`src/rtl/tick_scheduler_if.sv`:
```
// tick_scheduler_if: channel-divider configuration handshake for tick_scheduler.
//   cfg_valid  master->slave  write request
//   cfg_ready  slave->master  write accepted when high together with cfg_valid
//   cfg_ch     master->slave  target channel index
//   cfg_div    master->slave  channel divider (0 disables the channel)
interface tick_scheduler_if #(
   parameter int unsigned N_CH  = 4,
   parameter int unsigned DIV_W = 4
) ();
   localparam int unsigned CH_W = $clog2(N_CH);

   logic             cfg_valid;
   logic             cfg_ready;
   logic [CH_W-1:0]  cfg_ch;
   logic [DIV_W-1:0] cfg_div;

   modport master (output cfg_valid, cfg_ch, cfg_div, input cfg_ready);
   modport slave  (input cfg_valid, cfg_ch, cfg_div, output cfg_ready);
endinterface

```
`src/rtl/tick_scheduler.sv`:
```
// tick_scheduler: game-tick prescaler with per-channel dividers and a round-robin
// move-grant arbiter (Pac-Man plus ghosts).
//   CLOCK_50   in   sole clock
//   reset_n    in   asynchronous active-low reset
//   start      in   pulse, IDLE -> RUN
//   stop       in   pulse, any state -> IDLE (highest priority)
//   pause      in   level, RUN <-> PAUSED
//   cfg        slave modport of tick_scheduler_if (divider writes, IDLE/PAUSED only)
//   base_tick  out  one-cycle pulse at prescaler terminal count
//   grant      out  registered one-hot move grant
//   state      out  00 IDLE, 01 RUN, 10 PAUSED
//   overrun    out  sticky per-channel missed-grant flags
// Optional feature: define TICK_SCHEDULER_OVERRUN_EN to build the overrun flags;
// otherwise overrun is tied to zero.
module tick_scheduler #(
   parameter int unsigned MAX   = 50000000,
   parameter int unsigned N_CH  = 4,
   parameter int unsigned DIV_W = 4
) (
   input  logic            CLOCK_50,
   input  logic            reset_n,
   input  logic            start,
   input  logic            stop,
   input  logic            pause,
   tick_scheduler_if.slave cfg,
   output logic            base_tick,
   output logic [N_CH-1:0] grant,
   output logic [1:0]      state,
   output logic [N_CH-1:0] overrun
);
   localparam int unsigned CH_W = $clog2(N_CH);
   // MAX=0 would give a zero-width prescaler; keep at least one bit
   localparam int unsigned PW   = (MAX > 0) ? $clog2(MAX + 1) : 1;
   localparam logic [PW-1:0] MAX_P = PW'(MAX);

   typedef enum logic [1:0] {
      S_IDLE   = 2'b00,
      S_RUN    = 2'b01,
      S_PAUSED = 2'b10
   } state_t;

   state_t            state_q, state_d;
   logic              cfg_ready_q;
   logic [PW-1:0]     presc_q;
   logic [N_CH-1:0]   pending_q;
   logic [CH_W-1:0]   rr_q;
   logic [DIV_W-1:0]  div_q  [N_CH];
   logic [DIV_W-1:0]  dcnt_q [N_CH];
   logic [DIV_W-1:0]  dcnt_d [N_CH];
   logic [N_CH-1:0]   expire;
   logic [N_CH-1:0]   gnt_oh;
   logic [CH_W-1:0]   gnt_idx;
   logic [CH_W-1:0]   rr_next;
   logic              gnt_any;
   logic              run_go;
   logic              tc;
   logic              cfg_acc;

   // Next-state logic; stop dominates start and pause
   always_comb begin
      state_d = state_q;
      if (stop) begin
         state_d = S_IDLE;
      end else begin
         case (state_q)
            S_IDLE:   if (start)  state_d = S_RUN;
            S_RUN:    if (pause)  state_d = S_PAUSED;
            S_PAUSED: if (!pause) state_d = S_RUN;
            default:              state_d = S_IDLE;
         endcase
      end
   end

   // Scheduler only advances on edges that stay in RUN, so the edge that
   // leaves RUN neither ticks nor grants and the resume edge is a hold cycle
   assign run_go  = (state_q == S_RUN) && (state_d == S_RUN);
   assign tc      = run_go && (presc_q == '0);
   assign cfg_acc = cfg.cfg_valid && cfg_ready_q && (32'(cfg.cfg_ch) < N_CH);

   // Round-robin pick: first pending channel at or after rr_q
   always_comb begin
      logic [CH_W-1:0] cand;
      cand    = '0;
      gnt_oh  = '0;
      gnt_idx = rr_q;
      gnt_any = 1'b0;
      if (run_go) begin
         for (int unsigned k = 0; k < N_CH; k++) begin
            cand = CH_W'((32'(rr_q) + k) % N_CH);
            if (!gnt_any && pending_q[cand]) begin
               gnt_any = 1'b1;
               gnt_idx = cand;
            end
         end
      end
      if (gnt_any) gnt_oh[gnt_idx] = 1'b1;
      rr_next = CH_W'((32'(gnt_idx) + 32'd1) % N_CH);
   end

   // Channel dividers count base ticks; a zero divider never expires
   always_comb begin
      expire = '0;
      for (int unsigned c = 0; c < N_CH; c++) begin
         dcnt_d[c] = dcnt_q[c];
         if (tc && (div_q[c] != '0)) begin
            if (dcnt_q[c] == DIV_W'(1)) begin
               expire[c] = 1'b1;
               dcnt_d[c] = div_q[c];
            end else begin
               dcnt_d[c] = dcnt_q[c] - DIV_W'(1);
            end
         end
      end
   end

   // State, prescaler, pending, arbiter pointer and divider registers
   always_ff @(posedge CLOCK_50 or negedge reset_n) begin
      if (!reset_n) begin
         state_q     <= S_IDLE;
         cfg_ready_q <= 1'b1;
         presc_q     <= MAX_P;
         pending_q   <= '0;
         rr_q        <= '0;
         grant       <= '0;
         base_tick   <= 1'b0;
         for (int unsigned c = 0; c < N_CH; c++) begin
            div_q[c]  <= DIV_W'(1);
            dcnt_q[c] <= DIV_W'(1);
         end
      end else begin
         state_q     <= state_d;
         cfg_ready_q <= (state_d != S_RUN);
         base_tick   <= tc;
         grant       <= gnt_oh;
         if (stop) begin
            presc_q   <= MAX_P;
            pending_q <= '0;
            rr_q      <= '0;
            for (int unsigned c = 0; c < N_CH; c++) dcnt_q[c] <= div_q[c];
         end else begin
            if (state_q == S_IDLE) presc_q <= MAX_P;
            else if (run_go)       presc_q <= (presc_q == '0) ? MAX_P : presc_q - PW'(1);
            // A grant and an expiry on the same channel leave it pending
            pending_q <= (pending_q & ~gnt_oh) | expire;
            if (gnt_any) rr_q <= rr_next;
            for (int unsigned c = 0; c < N_CH; c++) dcnt_q[c] <= dcnt_d[c];
         end
         // Config write overrides the stop reload of the same channel
         if (cfg_acc) begin
            div_q[cfg.cfg_ch]  <= cfg.cfg_div;
            dcnt_q[cfg.cfg_ch] <= cfg.cfg_div;
         end
      end
   end

   assign cfg.cfg_ready = cfg_ready_q;
   assign state         = state_q;

`ifdef TICK_SCHEDULER_OVERRUN_EN
   logic [N_CH-1:0] overrun_q;

   // Expiry on a channel still waiting for its previous grant
   always_ff @(posedge CLOCK_50 or negedge reset_n) begin
      if (!reset_n)  overrun_q <= '0;
      else if (stop) overrun_q <= '0;
      else           overrun_q <= overrun_q | (expire & pending_q & ~gnt_oh);
   end

   assign overrun = overrun_q;
`else
   assign overrun = '0;
`endif

endmodule
```
`src/flat_wrapper.sv`:
```
// flat-port wrapper written by rule: the top's interface ports become plain ports
module tick_scheduler_flat 
#(
   parameter int unsigned MAX   = 50000000,
   parameter int unsigned N_CH  = 4,
   parameter int unsigned DIV_W = 4
)
  (CLOCK_50, reset_n, start, stop, pause, base_tick, grant, state, overrun, cfg_cfg_valid, cfg_cfg_ch, cfg_cfg_div, cfg_cfg_ready);
  tick_scheduler_if #(.N_CH(N_CH), .DIV_W(DIV_W)) cfg_i ();
  input  logic CLOCK_50;
  input  logic reset_n;
  input  logic start;
  input  logic stop;
  input  logic pause;
  output logic base_tick;
  output logic [N_CH-1:0] grant;
  output logic [1:0] state;
  output logic [N_CH-1:0] overrun;
  input wire logic [$bits(cfg_i.cfg_valid)-1:0] cfg_cfg_valid;
  input wire logic [$bits(cfg_i.cfg_ch)-1:0] cfg_cfg_ch;
  input wire logic [$bits(cfg_i.cfg_div)-1:0] cfg_cfg_div;
  output wire logic [$bits(cfg_i.cfg_ready)-1:0] cfg_cfg_ready;
  assign cfg_i.cfg_valid = cfg_cfg_valid;
  assign cfg_i.cfg_ch = cfg_cfg_ch;
  assign cfg_i.cfg_div = cfg_cfg_div;
  assign cfg_cfg_ready = cfg_i.cfg_ready;
  tick_scheduler #(.MAX(MAX), .N_CH(N_CH), .DIV_W(DIV_W)) u_core (.CLOCK_50(CLOCK_50), .reset_n(reset_n), .start(start), .stop(stop), .pause(pause), .cfg(cfg_i), .base_tick(base_tick), .grant(grant), .state(state), .overrun(overrun));
endmodule
```
`config.mk`:
```
export PLATFORM = sky130hd
export DESIGN_NAME = tick_scheduler_flat
export DESIGN_NICKNAME = d
export VERILOG_FILES = /design/src/rtl/tick_scheduler_if.sv /design/src/rtl/tick_scheduler.sv /design/src/flat_wrapper.sv
export SDC_FILE = /design/constraint.sdc
export NUM_CORES = 1
export LEC_CHECK = 0
export ABC_AREA = 1
export CAP_MARGIN = 25
export CELL_PAD_IN_SITES_DETAIL_PLACEMENT = 0
export CELL_PAD_IN_SITES_GLOBAL_PLACEMENT = 1
export CORE_ASPECT_RATIO = 1.25
export CORE_UTILIZATION = 35
export CTS_CLUSTER_DIAMETER = 60
export DETAILED_ROUTE_END_ITERATION = 10
export PLACE_DENSITY = 0.63
export SLEW_MARGIN = 15
export SYNTH_ARGS = -nofsm -noshare
export SYNTH_HDL_FRONTEND = slang
export SYNTH_SLANG_ARGS = --single-unit
```
`constraint.sdc`:
```
create_clock -name CLOCK_50 -period 2.18 [get_ports CLOCK_50]
set_input_delay 0.654 -clock CLOCK_50 [delete_from_list [all_inputs] [get_ports CLOCK_50]]
set_output_delay 0.654 -clock CLOCK_50 [all_outputs]
set_load 0.02 [all_outputs]
```
# [After elaboration in Yosys (flattened, before gate mapping)]
# Cells that the tools add are included.
[totals] inputBits=12 word_cells=124 ff_bits=72
[op_classes] mux=57 n_eq_ne=8 n_reduce_logical=23 n_bitwise=4 add_sub_neg=9 magnitude_cmp=8
[op_table] op="2-to-1 mux 26 bit" count=4
[op_table] op="2-to-1 mux 4 bit" count=11
[op_table] op="bitwise mux 16 bit" count=2
[op_table] op="2-to-1 mux 16 bit" count=2
[op_table] op="zero test 26 bit" count=1
[op_table] op="subtractor 26 x 1 -> 26 bit (second input constant)" count=1
[op_table] op="2-to-1 mux 1 bit" count=21
[op_table] op="2-to-1 mux 2 bit" count=10
[op_table] op="== test 4 x 1 -> 1 bit (second input constant)" count=4
[op_table] op="nonzero test 4 bit" count=4
[op_table] op="subtractor 4 x 1 -> 4 bit (second input constant)" count=4
[op_table] op="less-than comparator 2 x 3 -> 1 bit (second input constant)" count=5
[op_table] op="logical AND 1 bit" count=12
[op_table] op="binary-select mux 1 bit (select 2 bit)" count=4
[op_table] op="demux 4 bit (select 2 bit)" count=1
[op_table] op="one-hot mux 2 bit (3 select lines)" count=1
[op_table] op="adder 2 x 1 -> 2 bit (second input constant)" count=2
[op_table] op="adder 2 bit (second input constant)" count=2
[op_table] op="bitwise AND 4 bit" count=1
[op_table] op="== test 2 x 1 -> 1 bit (second input constant)" count=2
[op_table] op="inverter 4 bit" count=1
[op_table] op="OR 4 bit" count=1
[op_table] op="greater-or-equal comparator 3 bit (second input constant)" count=1
[op_table] op="zero test 1 bit" count=3
[op_table] op="9 further kinds" count=9

# [Depth between registers and ports, before layout]
# Gate-level depths: netlist of the first run.
[depth] depth_word=27 ltp_mapped=15 mapped_depth_nobuf=15

# [Least setup slack after synthesis of the first run]
# No wires, ideal clock.
[synth_path] kind="input-to-reg" startpoint="input port stop" endpoint="register u_core.presc_q[18]" path_buffers=1 path_stages=13 arrival_ps=1820 slack_ps=238 path_cell_list="buf_6 -> inv_6 -> nand4_4 -> nand2_4 -> inv_6 -> nor2_8 -> inv_2 -> nor2_8 -> nand2_2 -> nor2_2 -> nand3_2 -> o21ai_1 -> a21oi_1"
[synth_between] elab_chain_cells=4 elab_cells_between_ends=5 cone_classes="1 x eq/ne; 2 x mux; 2 x reduce/logical"
[synth_lines] element="start: declaration" line="flat_wrapper.sv:13" source="input logic stop;"
[synth_lines] element="2-to-1 mux 2 bit" line="tick_scheduler.sv:62" source="if (stop) begin"
[synth_lines] element="== test 2 x 1 -> 1 bit" line="tick_scheduler.sv:76" source="assign run_go = (state_q == S_RUN) && (state_d == S_RUN);"
[synth_lines] element="logical AND 1 bit" line="tick_scheduler.sv:76"
[synth_lines] element="nonzero test 3 bit (no source line)"
[synth_lines] element="end signal: assignment" line="tick_scheduler.sv:142" source="else if (run_go) presc_q <= (presc_q == '0) ? MAX_P : presc_q - PW'(1);"
[synth_lines] element="end: declaration" line="tick_scheduler.sv:44" source="logic [PW-1:0] presc_q;"
# Parallel ways exist; a longest one is shown, timed or not.
# A chain may end at the register's enable or synchronous reset.

# [Final worst setup path of the first run]
[layout_path] startpoint="register u_core.state_q[0], in the netlist u_core.state[0]" endpoint="output port state[0]"
[layout_rtl] element="start: declaration" line="tick_scheduler.sv:42" source="state_t state_q, state_d;"
[layout_rtl] element="start signal: assignment" line="tick_scheduler.sv:131" source="state_q <= state_d;"
[layout_rtl] element="end: declaration" line="flat_wrapper.sv:17" source="output logic [1:0] state;"
# No word-level cell between the ends.

==> metrics.yaml, run 1 <==
cts:
  clkLatencyLatePin_ns: 0.34
  cts_buffer_depth: 2
  cts_root_buf: "clkbuf_16"
  htreeDepth: 3
  cts_tree: "yes"
  cts_setup_buffers: 0
  clkTransAtPathRegs_ns: 0.05
  cts_buffers: 9
  clock_sinks: 72
timing:
  fin_ws_ns: 0.107
  setup_violations: 0
  maxSlewViolCount: 0
  clock.fmax_mhz: 482
  period_minus_slack_ns: 2.07
  hold_viol: 0
  timing.final.crit_share_pct: 95.1
  tns_ns: 0
  fin_hold_ws_ns: 0.251
  skew_ns: 0.00531
  rsz0062_at_grt: "false"
logic_synthesis:
  syn_area_um2: 4420
  synth_warnings: 0
  synth_area_per_cell_um2: 7.55
  synth_top_area_share_pct: 28.9
  synth.area.top_cells: "dfrtp_1, dfstp_2, nand2_1"
  yosysSeqAreaShare_pct: 41.4
  syn_inst: 585
  ys_ff_latch: 72
  yosysTopAreaCell: "dfrtp_1"
  ys_types: 45
critical_path:
  cp-endpoint: "state[0]"
  rr_endpoint: "u_core.dcnt_q[7]$_DFF_PN0_"
  cp-end-kind: "output port"
  cp.required_ns: 1.53
  cp-startpoint: "u_core.state[0]$_DFF_PN0_"
  path_buf_inv: 1
  ff2ff_setup_slack_ns: 0.23
  crit_family: "buffers and inverters"
  cp_data_arrival_time_ns: 1.42
  crit_fanout: 4
  slowest_stage: "clkdlybuf4s50_1"
  slowest_delay_ns: 0.64
  path_class: "reg -> out"
  path_depth: 1
  r2r_cells: 12
  r2r-start: "u_core.presc_q[0]$_DFFE_PN0P_"
  start_kind: "flip-flop"
  path_cells: "clkdlybuf4s50_1"
finish:
  mostFrequentLayoutCells: "nand2_1, inv_1, o21ai_0, dfrtp_1, buf_4"
  n_antenna_cell: 0
  drive_gt1_share_pct: 19.6
  final_net_count: 669
  area_growth_pct: 22.4
  final_common_cell: "nand2_1"
floorplan:
  initial_core_util_pct: 36.1
  fp.dieH_um: 128
  num_rows: 45
  die_area_um2: 13100
  io_pins: 24
  die_w_um: 102
  core_area_um2: 12200
route:
  wl_per_cell_um: 13.0
  first_pass_iters: 7
  drc: 0
  routed_wl_um: 10600
  drt-initial-drc-count: 130
  ant_nets: 0
  viasPerCell: 4.78
  vias: 3905
global_route:
  gr-total-overflow: 0
  grt_use_total_pct: 17.8
  grt_pass1_wl_um: 18000
  antenna_found_initial: 0
  grt_pass1_vias: 3865
  grt_max_degree: 46
place:
  hpwlAfterDp_um: 8060
  gp_congestion: 0.820
  dp_slack_ns: -0.336
  port_buffers: 19
power:
  ir_worst_vdd_v: 0.000374
  p_leak_nw: 2.60
  powerDensity_nw_per_um2: 750
flow_run:
  max-cap-violations: 0
hold_path:
  hp-class: "in -> async"
outcome:
  status: "finished, final reports clean"
stage by stage:
stage,cells,util (%),power (mW),instance area [um2]
final,817,44.3,4.06,5410
after CTS,817,44.0,4.11,5380
after global placement,801,41.6,2.57,5080
after detailed placement,801,41.6,2.58,5080
after floorplan,588,-,2.27,4430
after global routing,817,44.3,4.31,5410
worst register-to-register path: stages (launching register included):
cell and delay (ns):
dfrtp_1 0.39, inv_1 0.09, ha_1 0.20, nand3_2 0.11, nor2_2 0.13, nand4_1 0.13
nor2_2 0.12, buf_4 0.15, nand2_1 0.09, inv_2 0.12, o21ai_0 0.08, o21ai_0 0.16
nand2_1 0.06
cell type report:
| cell class | count | area, um2 |
|---|---|---|
| Fill cell | 1258 | 6810 |
| Multi-Input combinational cell | 411 | 2190 |
| Sequential cell | 72 | 1830 |
| Timing Repair Buffer | 62 | 528 |
| Inverter | 92 | 355 |
| Clock buffer | 14 | 264 |
| Tap cell | 164 | 205 |
| Clock inverter | 2 | 37.5 |
metal layers:
layer | track usage (%) | routed length (um) | part of all wire, % | vias up
li1 | - | - | - | 2018
met1 | 22.0 | 4880 | 46 | 1820
met2 | 29.9 | 5230 | 49 | 52
met3 | 3.67 | 281 | 2.7 | 15
met4 | 6.89 | 185 | 1.7 | 0
met5 | 0 | 0 | 0 | -
report_power, final:
part	internal, mW	total, mW	switching (mW)
sequential	1.52	1.65	0.128
clock	0.950	1.50	0.548
combinational	0.368	0.907	0.539
state kept, by name, summed over array words and instances, names as in the netlist:
register and count:
u_core.base_tick 1, u_core.state 2, u_core.rr_q 2, u_core.div_q 16
u_core.pending_q 4, u_core.grant 4, u_core.presc_q 26, u_core.dcnt_q 16
u_core.cfg.cfg_ready 1
cells by family after synthesis:
kind of cell               Yosys count  share of synthesized area [%]
other                                1                         0.0849
adders and majority gates            9                           2.55
and+or+nand+nor                    265                           29.1
DFF                                 72                           41.4
buffers and inverters              105                           9.77
xor gates and xnor gates             8                           1.59
AOI/OAI and AO/OA                  125                           15.5
cells in the mapped netlist (all sizes together):
| cell type | n |
|---|---|
| nor3 | 7 |
| o21ai | 76 |
| o21a | 2 |
| dfrtp | 51 |
| ha | 9 |
| o31ai | 3 |
| xnor2 | 2 |
| clkinv | 3 |
| clkbuf | 5 |
| nor4 | 6 |
| o311ai | 1 |
| nor2 | 51 |
| dfstp | 21 |
| buf | 8 |
| a21o | 1 |
| xor2 | 6 |
| conb | 1 |
| nand4 | 7 |
| a211oi | 1 |
| nor3b | 2 |
| o221ai | 1 |
| a21oi | 33 |
| nand2 | 158 |
| and3 | 1 |
| nand3 | 33 |
| o22ai | 2 |
| a31oi | 2 |
| inv | 89 |
| o211ai | 3 |
worst min-delay path by stage:
stage / from / end / slack, ns / cells after the start
6_report: reset_n / u_core.presc_q[18]$_DFFE_PN0P_ / 0.25 / 1
5_1_grt: reset_n / u_core.presc_q[8]$_DFFE_PN0P_ / 0.27 / 1
4_1_cts: reset_n / u_core.presc_q[18]$_DFFE_PN0P_ / 0.26 / 1
3_5_place_dp: u_core.presc_q[25]$_DFFE_PN1P_ / u_core.presc_q[25]$_DFFE_PN1P_ / 0.47 / 2
3_3_place_gp: u_core.presc_q[25]$_DFFE_PN1P_ / u_core.presc_q[25]$_DFFE_PN1P_ / 0.46 / 2
2_1_floorplan: reset_n / u_core.base_tick$_DFF_PN0_ / 0.36 / 0
timing repair:
item | in CTS | in global routing
resized for setup | 1 | 8
pin swaps | 0 | 2
hold buffers | 0 | 0
setup endpoints to repair | 1 | 17
(Power assumes the default switching activity.)
==> inputs of run 2 (changes only) <==
- ABC_CLOCK_PERIOD_IN_PS: default -> 2180
- MAX_ROUTING_LAYER: default -> met4
- PLACE_DENSITY: 0.63 -> 0.75
==> metrics.yaml, run 2 (same netlist as run 1, synthesis figures left out) <==
timing:
  skew_ns: 0.00791
  timing.final.crit_share_pct: 95.5
  fin_ws_ns: 0.0975
  rsz0062_at_grt: "false"
  clock.fmax_mhz: 480
  hold_viol: 0
  period_minus_slack_ns: 2.08
  maxSlewViolCount: 0
  setup_violations: 0
  fin_hold_ws_ns: 0.330
finish:
  finalInstanceArea_um2: 5430
  final_common_cell: "nand2_1"
  final_core_util_pct: 44.5
  final_net_count: 665
  mostFrequentLayoutCells: "nand2_1, inv_1, o21ai_0, dfrtp_1"
  drive_gt1_share_pct: 19.1
  fillers: 1250
  largest_reg_flops: 26
  area_growth_pct: 23.0
  n_antenna_cell: 0
  largest-register: "u_core.presc_q"
  top_regs: "u_core.presc_q (26), u_core.dcnt_q (16), u_core.div_q (16)"
cts:
  cts_root_buf: "clkbuf_16"
  cts_buffer_depth: 2
  cts_tree: "yes"
  clock_sinks: 72
  clkTransAtPathRegs_ns: 0.06
  cts_buffers: 9
  htreeDepth: 3
  cts_hold_buf: 0
  clkLatencyLatePin_ns: 0.34
flow_run:
  max-cap-violations: 0
power:
  p_leak_nw: 2.59
  power_switching_mw: 1.25
  internal_power_mw: 3.12
  swShare_pct: 28.6
  p_total_mw: 4.37
  pwr-share-comb_pct: 20.7
  powerDensity_nw_per_um2: 803
  ir_worst_vdd_v: 0.000354
  pwr-share-seq_pct: 37.8
  pwr-share-clk_pct: 41.5
route:
  ant_nets: 0
  wl_per_cell_um: 12.4
  routed_wl_um: 10100
  drt-initial-drc-count: 185
  drc: 0
  first_pass_iters: 4
  dr.max_layer_used: "met4"
  viasPerCell: 4.73
  vias: 3842
  wl_met3_um: 196
  met2_length_um: 4980
  route.layer.met1.wl_um: 4830
floorplan:
  die_w_um: 102
  io_pins: 24
  initial_core_util_pct: 36.1
  die_area_um2: 13100
  fp.dieH_um: 128
  core_area_um2: 12200
  num_rows: 45
critical_path:
  start_kind: "flip-flop"
  path_class: "reg -> out"
  slowest_delay_ns: 0.65
  cp.required_ns: 1.53
  path_cells: "clkdlybuf4s50_1"
  cp_data_arrival_time_ns: 1.43
  path_buf_inv: 1
  slowest_stage: "clkdlybuf4s50_1"
  crit_fanout: 4
  cp-end-kind: "output port"
  crit_family: "buffers and inverters"
global_route:
  grt_use_total_pct: 17.7
  grt_max_degree: 73
  grt_pass1_wl_um: 17500
  grt_pass1_vias: 3823
  antenna_found_initial: 0
  gr-total-overflow: 0
place:
  hpwlAfterDp_um: 7540
  gp_congestion: 0.787
  port_buffers: 19
  dp_slack_ns: -0.263
  post_dp_cell_area_um2: 5040
outcome:
  status: "finished, final reports clean"
hold_path:
  hp-class: "in -> async"
## run 2: cell count changes in the layout (fill, tap and decap cells not counted)
cell       delta
buf_2         +1
buf_4         -5
o21ai_4       -1
clkbuf_8      -2
nor2_1        -1
bufinv_16     +3
inv_2         -3
inv_4         +1
nor2_4        +1
clkinv_1      +2
clkbuf_1      -2
clkinv_2      +1
o21ai_1       +1
## run 2: worst register-to-register path, delay by kind of cell, from the launching register on
family	cells	cell delay [ns]
DFF	1	0.53
AOI/OAI and AO/OA	3	0.33
and+or+nand+nor	8	0.70
buffers and inverters	2	0.25
## run 2: layer usage
metal	vias up	global-route usage, %
met5	-	-
met4	0	4.79
met3	5	3.50
met2	39	29.1
met1	1786	21.9
li1	2012	-
## run 2: timing repair
| action | 4_1_cts | 5_1_grt |
|---|---|---|
| resized for setup | 1 | 7 |
| setup endpoints to repair | 1 | 6 |
| pin swaps | 0 | 2 |
| buffers inserted | 0 | 1 |
## run 2: cell type report
type                    count  area (um2)  share of cell area (%)
clock inverters             6         133                    2.44
repair buffers             58         495                    9.12
clock buffers              10         229                    4.21
well taps                 164         205                    3.78
multi-input cells         411        2190                    40.2
flip-flops and latches     72        1830                    33.6
inverters                  92         358                    6.59
## run 2: power groups by stage
stage | Clock (mW) | Sequential (mW) | Combinational [mW]
after global routing | 1.90 | 1.67 | 1.05
after global placement | 0 | 1.67 | 0.884
after CTS | 1.84 | 1.65 | 0.910
final | 1.81 | 1.65 | 0.903
after detailed placement | 0 | 1.67 | 0.905
after floorplan | 0 | 1.64 | 0.629
## run 2: path summary, 6_finish.rpt
check	startpoint	end	slack (ns)	cells after the start
max in group asynchronous	reset_n	u_core.div_q[4]$_DFFE_PN1P_	1.49	2
setup reg to reg	u_core.rr_q[0]$_DFFE_PN0P_	u_core.pending_q[2]$_DFF_PN0_	0.24	13
hold reg to reg	u_core.presc_q[25]$_DFFE_PN1P_	u_core.presc_q[25]$_DFFE_PN1P_	0.47	2
hold / removal	reset_n	u_core.presc_q[11]$_DFFE_PN0P_	0.33	2
setup / recovery	u_core.state[0]$_DFF_PN0_	state[0]	0.1	1
min in group CLOCK_50	u_core.presc_q[25]$_DFFE_PN1P_	u_core.presc_q[25]$_DFFE_PN1P_	0.47	2
## run 2: per-stage QoR
step	setup TNS (ns)	instances
4_1_cts	0	812
6_report	0	813
5_1_grt	0	813
3_5_place_dp	-6.92	796
2_1_floorplan	0	588
3_3_place_gp	-5.52	796
==> inputs of run 3 (changes only) <==
- CAP_MARGIN: 25 -> default
- PLACE_DENSITY: 0.75 -> default
- PLACE_DENSITY_LB_ADDON: default -> 0.1
==> metrics.yaml, run 3 (same netlist as run 1, synthesis figures left out) <==
route:
  wl_per_cell_um: 13.2
  viasPerCell: 4.75
  vias: 3873
  drt-initial-drc-count: 178
  first_pass_iters: 4
  ant_nets: 0
  routed_wl_um: 10800
  drc: 0
timing:
  clock.fmax_mhz: 475
  hold_viol: 0
  skew_ns: 0.00431
  timing.final.crit_share_pct: 96.6
  setup_violations: 0
  period_minus_slack_ns: 2.11
  maxSlewViolCount: 0
floorplan:
  die_area_um2: 13100
  io_pins: 24
  num_rows: 45
  core_area_um2: 12200
  initial_core_util_pct: 36.1
  fp.dieH_um: 128
  die_w_um: 102
finish:
  largest_reg_flops: 26
  finalInstanceArea_um2: 5390
  mostFrequentLayoutCells: "nand2_1, inv_1, o21ai_0, dfrtp_1, buf_4"
  top_regs: "u_core.presc_q (26), u_core.dcnt_q (16), u_core.div_q (16)"
  final_common_cell: "nand2_1"
  final_cells: 816
  final_net_count: 668
  drive_gt1_share_pct: 19.8
  largest-register: "u_core.presc_q"
  area_growth_pct: 22.0
  n_antenna_cell: 0
cts:
  clock_sinks: 72
  cts_buffer_depth: 2
  cts_tree: "yes"
  cts_root_buf: "clkbuf_16"
  clkTransAtPathRegs_ns: 0.05
  htreeDepth: 3
  cts_hold_buf: 0
  cts_setup_buffers: 0
  clkLatencyLatePin_ns: 0.33
  cts_buffers: 9
place:
  hpwlAfterDp_um: 8300
  gp_congestion: 0.808
  post_dp_cell_area_um2: 5080
  dp_cells: 800
  port_buffers: 19
critical_path:
  slowest_stage: "clkdlybuf4s50_1"
  start_kind: "flip-flop"
  r2r-start: "u_core.presc_q[0]$_DFFE_PN0P_"
  cp.required_ns: 1.53
  path_depth: 1
  crit_family: "buffers and inverters"
  slowest_delay_ns: 0.65
  rr_endpoint: "u_core.dcnt_q[3]$_DFF_PN0_"
  r2r_cells: 12
  path_class: "reg -> out"
  path_cells: "clkdlybuf4s50_1"
  crit_fanout: 4
  ff2ff_setup_slack_ns: 0.23
  cp-end-kind: "output port"
  cp_data_arrival_time_ns: 1.45
  path_buf_inv: 1
flow_run:
  max-cap-violations: 0
global_route:
  grt_pass1_wl_um: 18600
  antenna_found_initial: 0
  grt_use_total_pct: 19.0
  grt_pass1_vias: 3917
  gr-total-overflow: 0
  grt_max_degree: 28
power:
  powerDensity_nw_per_um2: 742
  ir_worst_vdd_v: 0.000328
  p_leak_nw: 2.59
outcome:
  status: "finished, final reports clean"
hold_path:
  hp-class: "in -> async"
-- run 3: cell count changes in the layout (fill, tap and decap cells not counted), moves of 2 or more --
cell / previous run / this run
inv_2: 4 / 9
nor2_2: 6 / 4
nor2_1: 37 / 39
clkbuf_8: 0 / 4
inv_1: 82 / 80
bufinv_16: 4 / 0
buf_4: 37 / 41
clkinv_1: 3 / 1
clkbuf_1: 1 / 3
-- run 3: worst max path at each step --
| stage | start | to | slack (ns) |
|---|---|---|---|
| CTS | u_core.cfg.cfg_ready$_DFF_PN1_ | cfg_cfg_ready | 0.05 |
| global route | pause | u_core.presc_q[20]$_DFFE_PN1P_ | -0.0004 |
| global placement | stop | u_core.presc_q[18]$_DFFE_PN0P_ | -0.28 |
| floorplan | stop | u_core.presc_q[18]$_DFFE_PN0P_ | 0.24 |
| finish | u_core.state[0]$_DFF_PN0_ | state[0] | 0.07 |
| detailed placement | stop | u_core.presc_q[25]$_DFFE_PN1P_ | -0.37 |
-- run 3: layer usage --
| metal | up-vias | track usage (%) | part of all wire (%) | routed length [um] |
|---|---|---|---|---|
| met3 | 10 | 3.50 | 3.5 | 373 |
| met2 | 51 | 32.2 | 50 | 5440 |
| met5 | - | - | 0 | 0 |
| met4 | 0 | 5.29 | 1.1 | 122 |
| li1 | 2015 | - | - | - |
| met1 | 1797 | 22.9 | 45 | 4870 |
-- run 3: area by class of cell --
type                            count  area, um2
Multi-Input combinational cell    411       2180
Clock buffer                       16        292
Timing Repair Buffer               61        527
Sequential cell                    72       1830
Tap cell                          164        205
Inverter                           92        355
Fill cell                        1277       6830
-- run 3: power by group --
group / switching (mW) / internal, mW
registers: 0.133 / 1.52
clock network: 0.533 / 0.896
logic: 0.541 / 0.370
total: 1.21 / 2.79
-- run 3: through the flow --
stage	hold WS (ns)	TNS, ns	util, %	power (mW)	worst slack [ns]
final	0.210	0	44.1	4.00	0.0737
after global routing	0.228	-0.000422	44.1	4.25	-0.000422
after CTS	0.214	0	44.0	4.05	0.0533
after detailed placement	0.482	-12.40	41.6	2.59	-0.367
after global placement	0.458	-9.82	41.6	2.58	-0.283
after floorplan	0.358	0	-	2.27	0.238
-- run 3: repair_timing --
action / 4_1_cts / 5_1_grt
resized for setup: 1 / 7
setup endpoints to repair: 2 / 20
cloned: 0 / 0
